`src/rtl/instr_fetch_if.sv`:
```
// Instruction-memory read port: the fetch unit asks with ren/addr and memory answers with an ack pulse and data.
interface instr_fetch_if;
    logic        imem_ren;
    logic [31:0] imem_addr;
    logic        imem_ack;
    logic [31:0] imem_rdata;

    modport master (
        output imem_ren,
        output imem_addr,
        input  imem_ack,
        input  imem_rdata
    );

    modport slave (
        input  imem_ren,
        input  imem_addr,
        output imem_ack,
        output imem_rdata
    );
endinterface

```
`src/rtl/instr_fetch.sv`:
```
// Instruction-fetch sequencer: reads imem at the current PC, pulses iready once per word,
// and traps misaligned PCs or unanswered reads into a sticky error state.
module instr_fetch #(
    parameter int unsigned TIMEOUT     = 255,
    parameter logic [31:0] RESET_INSTR = 32'h0000_0013
) (
    input  logic                 clk,
    input  logic                 nRST,
    input  logic [31:0]          pc_addr,
    input  logic                 halt,
    instr_fetch_if.master        imem,
    output logic                 iready,
    output logic [31:0]          instr,
    output logic                 halted,
    output logic                 bus_err,
    output logic                 misalign_err
);
    localparam int unsigned     CNT_W     = $clog2(TIMEOUT + 1);
    localparam logic [CNT_W-1:0] CNT_LAST = CNT_W'(TIMEOUT - 1);

    typedef enum logic [2:0] {
        IDLE,
        FETCH,
        VALID,
        HALTED,
        ERROR
    } state_e;

    state_e           state_q, state_d;
    logic [31:0]      addr_q, addr_d;
    logic [CNT_W-1:0] cnt_q, cnt_d;
    logic [31:0]      instr_q, instr_d;
    logic             bus_err_q, bus_err_d;
    logic             misalign_err_q, misalign_err_d;
    logic             ren_q;
    logic             iready_q;
    logic             halted_q;

    // NOTE: every variable gets its hold value first so no path through the case infers a latch.
    always_comb begin
        state_d        = state_q;
        addr_d         = addr_q;
        cnt_d          = cnt_q;
        instr_d        = instr_q;
        bus_err_d      = bus_err_q;
        misalign_err_d = misalign_err_q;

        case (state_q)
            IDLE: begin
                addr_d = pc_addr;
                if (pc_addr[1:0] != 2'b00) begin
                    state_d        = ERROR;
                    misalign_err_d = 1'b1;
                end else if (halt) begin
                    state_d = HALTED;
                end else begin
                    state_d = FETCH;
                end
            end
            FETCH: begin
                // An ack on the last allowed cycle still completes the fetch.
                if (imem.imem_ack) begin
                    instr_d = imem.imem_rdata;
                    cnt_d   = '0;
                    state_d = VALID;
                end else if (cnt_q == CNT_LAST) begin
                    cnt_d     = '0;
                    bus_err_d = 1'b1;
                    state_d   = ERROR;
                end else begin
                    cnt_d = cnt_q + CNT_W'(1);
                end
            end
            VALID:   state_d = IDLE;
            HALTED:  if (!halt) state_d = IDLE;
            ERROR:   state_d = ERROR;
            default: state_d = IDLE;
        endcase
    end

    // NOTE: state registers use non-blocking assignments so every flop samples pre-edge values.
    always_ff @(posedge clk or negedge nRST) begin
        if (!nRST) begin
            state_q        <= IDLE;
            addr_q         <= '0;
            cnt_q          <= '0;
            instr_q        <= RESET_INSTR;
            bus_err_q      <= 1'b0;
            misalign_err_q <= 1'b0;
            ren_q          <= 1'b0;
            iready_q       <= 1'b0;
            halted_q       <= 1'b0;
        end else begin
            state_q        <= state_d;
            addr_q         <= addr_d;
            cnt_q          <= cnt_d;
            instr_q        <= instr_d;
            bus_err_q      <= bus_err_d;
            misalign_err_q <= misalign_err_d;
            // Status outputs are decoded from the next state so they are glitch-free flops.
            ren_q          <= (state_d == FETCH);
            iready_q       <= (state_d == VALID);
            halted_q       <= (state_d == HALTED);
        end
    end

    assign imem.imem_ren  = ren_q;
    assign imem.imem_addr = addr_q;
    assign iready         = iready_q;
    assign instr          = instr_q;
    assign halted         = halted_q;
    assign bus_err        = bus_err_q;
    assign misalign_err   = misalign_err_q;
endmodule

```
`src/flat_wrapper.sv`:
```
// flat-port wrapper written by rule: the top's interface ports become plain ports
module instr_fetch_flat 
#(
    parameter int unsigned TIMEOUT     = 255,
    parameter logic [31:0] RESET_INSTR = 32'h0000_0013
)
  (clk, nRST, pc_addr, halt, iready, instr, halted, bus_err, misalign_err, imem_imem_ren, imem_imem_addr, imem_imem_ack, imem_imem_rdata);
  instr_fetch_if imem_i ();
  input  logic clk;
  input  logic nRST;
  input  logic [31:0] pc_addr;
  input  logic halt;
  output logic iready;
  output logic [31:0] instr;
  output logic halted;
  output logic bus_err;
  output logic misalign_err;
  output wire logic [$bits(imem_i.imem_ren)-1:0] imem_imem_ren;
  output wire logic [$bits(imem_i.imem_addr)-1:0] imem_imem_addr;
  input wire logic [$bits(imem_i.imem_ack)-1:0] imem_imem_ack;
  input wire logic [$bits(imem_i.imem_rdata)-1:0] imem_imem_rdata;
  assign imem_imem_ren = imem_i.imem_ren;
  assign imem_imem_addr = imem_i.imem_addr;
  assign imem_i.imem_ack = imem_imem_ack;
  assign imem_i.imem_rdata = imem_imem_rdata;
  instr_fetch #(.TIMEOUT(TIMEOUT), .RESET_INSTR(RESET_INSTR)) u_core (.clk(clk), .nRST(nRST), .pc_addr(pc_addr), .halt(halt), .imem(imem_i), .iready(iready), .instr(instr), .halted(halted), .bus_err(bus_err), .misalign_err(misalign_err));
endmodule
```
`config.mk`:
```
export PLATFORM = sky130hd
export DESIGN_NAME = instr_fetch_flat
export DESIGN_NICKNAME = d
export VERILOG_FILES = /design/src/rtl/instr_fetch_if.sv /design/src/rtl/instr_fetch.sv /design/src/flat_wrapper.sv
export SDC_FILE = /design/constraint.sdc
export NUM_CORES = 1
export LEC_CHECK = 0
export BUFFER_PORTS_ARGS = -buffer_cell sky130_fd_sc_hd__buf_4
export CORE_MARGIN = 4
export CORE_UTILIZATION = 30
export CTS_CLUSTER_DIAMETER = 50
export CTS_CLUSTER_SIZE = 20
export DETAILED_ROUTE_END_ITERATION = 12
export HOLD_SLACK_MARGIN = 0.12
export PLACE_DENSITY_LB_ADDON = 0.05
export SLEW_MARGIN = 20
export SYNTH_ARGS = -nofsm -noshare
export SYNTH_HDL_FRONTEND = slang
export SYNTH_SLANG_ARGS = --single-unit
```
`constraint.sdc`:
```
create_clock -name clk -period 3.1 [get_ports clk]
set_input_delay 0.31 -clock clk [delete_from_list [all_inputs] [get_ports clk]]
set_output_delay 0.31 -clock clk [all_outputs]
set_load 0.005 [all_outputs]
```
==> results_dict.tcl <==
set metrics [dict create \
    diodes 0 \
    drtIter0Drc 101 \
    leakage_uw 0.00220 \
    antenna_found_initial 0 \
    synth_edf_count 0 \
    finalCritPeriodShare 0.662 \
    hold_path_startpoint "pc_addr[22]" \
    drt_wl_total_um 7330 \
    cts_inserted_buffers 9 \
    worstReg2RegEnd "u_core.instr[16]" \
    chipWidth_um 111 \
    die_h_um 111 \
    yosysTopAreaCell "dfrtp_1" \
    rows 37 \
    whs_endpoint "u_core.imem.imem_addr[22]" \
    cts.sinks 80 \
    post_cts_buffers 0 \
    seqCellArea_sq_mm 0.00201 \
    r2r_cells 4 \
    vias 2197 \
    insertion_delay_ns 0.34 \
    grt_max_degree 81 \
    area_growth_pct 43.3 \
    synth_ff_type "dfrtp_1" \
    start_util 0.307 \
    drive_gt1_frac 0.650 \
    synth_seq_cells 80 \
    final_cell_area_sq_mm 0.00454 \
    drt_pass1_iterations 4 \
    critPathCaptureType "register" \
    pre_cts_ws_ns 1.03 \
    dp_hpwl_um 5230 \
    cts_buffer_depth 2 \
    instances_no_fill 493 \
    drc 0 \
    crit_chain "nor3b_1 > and2_1 > buf_4 > mux2_2" \
    yosys_warnings 0 \
    synthesis.instances 210 \
    syn_area_per_cell_sq_um 15.1 \
    viasPerCell 4.46 \
    yosysSeqAreaShare 0.633 \
    path_clk_slew_ns 0.09 \
    core_area_sq_mm 0.0103 \
    ir_drop_uv 272 \
    syn_nets 280 \
    root_buffer "clkbuf_8" \
    netlist_area_sq_mm 0.00317 \
    rsz0062_at_grt "no" \
    reg2reg_setup_slack_ns 1.05 \
    fin_ws_ns 1.05 \
    place_congestion 0.718 \
    max_stage_delay_ns 0.51 \
    wl_per_cell_um 14.9 \
    grt_pass1_vias 2293 \
    setup_viol 0 \
    top_level_ports 137 \
    ant_nets 0 \
    layout.nets 422 \
    yosysUniqueCellTypes 36 \
    reg2reg_from "u_core.state_q[1]" \
    skew_ns 0.0148 \
    multi_input_area_sq_mm 0.00108 \
    critPathArrivalTime_ns 2.28 \
    port_buffers 136 \
    slew_headroom 0.517 \
    grt_usage 0.123 \
    maxCapViolCount 0 \
    start_kind "register" \
    path_class "register to register" \
    timing.fmax_ghz 0.487 \
    worst_pin_slew_ns 0.724 \
    final_util 0.440 \
    crit_required_ns 3.33 \
    power_density_mw_per_mm2 696 \
    crit_start "u_core.state_q[1]" \
    cp_slowest_cell "nor3b_1" \
    fin_crit_ns 2.05 \
    hold_depth 2 \
    slew_violations 0 \
    synth-async-reset-ratio 1.00 \
    synth.top_cell.area_share 0.608 \
    placedCellCount 476 \
    h-tree-depth 3 \
    overflow 0 \
    crit_path_max_fanout 34 \
    fill_cells 978 \
    cts_tree "yes" \
    final_hold_viol_count 0 \
    dieArea_sq_mm 0.0123 \
    grt_pass1_wl_um 12200 \
    post_dp_cell_area_sq_mm 0.00432 \
    hold_path.class "input pin to register" \
    tns_ns 0 \
    synth.area.top_cells "dfrtp_1 (61%), mux2_2 (23%), dfstp_2 (2.5%)" \
    status "completed" \
]
[logic make-up after synthesis]
group / after synthesis / share of synthesized area
multiplexers: 65 / 0.231
AND/OR/NAND/NOR: 30 / 0.0569
AO/OA/AOI/OAI: 20 / 0.0450
buffers and inverters: 13 / 0.0261
adder cells (fa/ha/maj): 2 / 0.00790
flip-flops: 80 / 0.633
[cells in the mapped netlist, types with 2 or more instances]
library cell and instances:
buf_4 4, a31oi_1 4, nand2_1 6, or2_2 2, buf_2 3, a21oi_1 7, nand3_1 5, and2_1 2
dfrtp_1 77, buf_6 2, dfstp_2 3, or3_1 2, mux2_2 64, ha_1 2, inv_1 3, o21ai_0 4
[sequential cells by signal (all words and copies together) (netlist names)]
register	cells
u_core.cnt_q	8
u_core.imem.imem_ren	1
u_core.instr	32
u_core.iready	1
u_core.imem.imem_addr	32
u_core.bus_err	1
u_core.halted	1
u_core.state_q	3
u_core.misalign_err	1
[worst max-delay path by stage]
stage                                   to  slack [ns]  cells after the start
after floorplan           u_core.instr[10]        1.42                      5
after global placement    u_core.instr[18]        1.09                      4
after detailed placement  u_core.instr[16]        1.03                      4
after CTS                 u_core.instr[13]        1.00                      4
after global routing      u_core.instr[13]        0.82                      4
final                     u_core.instr[16]        1.05                      4
[critical path, delay by kind of cell, from the launching register on]
| kind | cells | cell delay (ns) |
|---|---|---|
| and+or+nand+nor | 2 | 0.71 |
| buffers and inverters | 1 | 0.38 |
| muxes | 1 | 0.39 |
| DFF | 1 | 0.44 |
[layout make-up]
| type | count | share of cell area |
|---|---|---|
| Timing Repair Buffer | 140 | 0.233 |
| Inverter | 4 | 0.00331 |
| Clock buffer | 12 | 0.0342 |
| Sequential cell | 80 | 0.442 |
| Multi-Input combinational cell | 117 | 0.239 |
| Tap cell | 136 | 0.0375 |
| Clock inverter | 4 | 0.0116 |
[power by group]
group,internal (uW),total [uW],switching [uW]
sequential,1340,1500,161
clock,420,810,390
combinational,587,846,259
total,2350,3160,810
[per-stage QoR]
step           hold slack, ns  power, uW
6_report                0.192       3160
5_1_grt                 0.163       3370
4_1_cts                 0.168       3220
3_5_place_dp            0.463       2390
3_3_place_gp            0.455       2390
2_1_floorplan          0.0144       1800
[placed cells by master, fill, tap and decap left out, types with 4 or more instances in the layout]
master	Yosys	routed
a21oi_1	7	7
a31oi_1	4	4
buf_4	4	138
clkbuf_8	0	11
dfrtp_1	77	77
mux2_2	64	64
nand2_1	6	6
nand3_1	5	5
o21ai_0	4	4
[what timing repair did]
action / CTS / global route
hold buffers: 0 / 1
gates resized for setup: 0 / 0
endpoints found under the hold margin: 0 / 77
[metal layers]
metal  global-route usage  vias to the layer above  share of wire  wire [um]
li1                     -                     1033              -          -
met1                0.160                     1057           0.44       3250
met2                0.184                      100           0.46       3340
met3               0.0497                        7          0.090        661
met4               0.0443                        0          0.011         78
met5                    0                        -              0          0
Power figures use the tool's default switching activity.
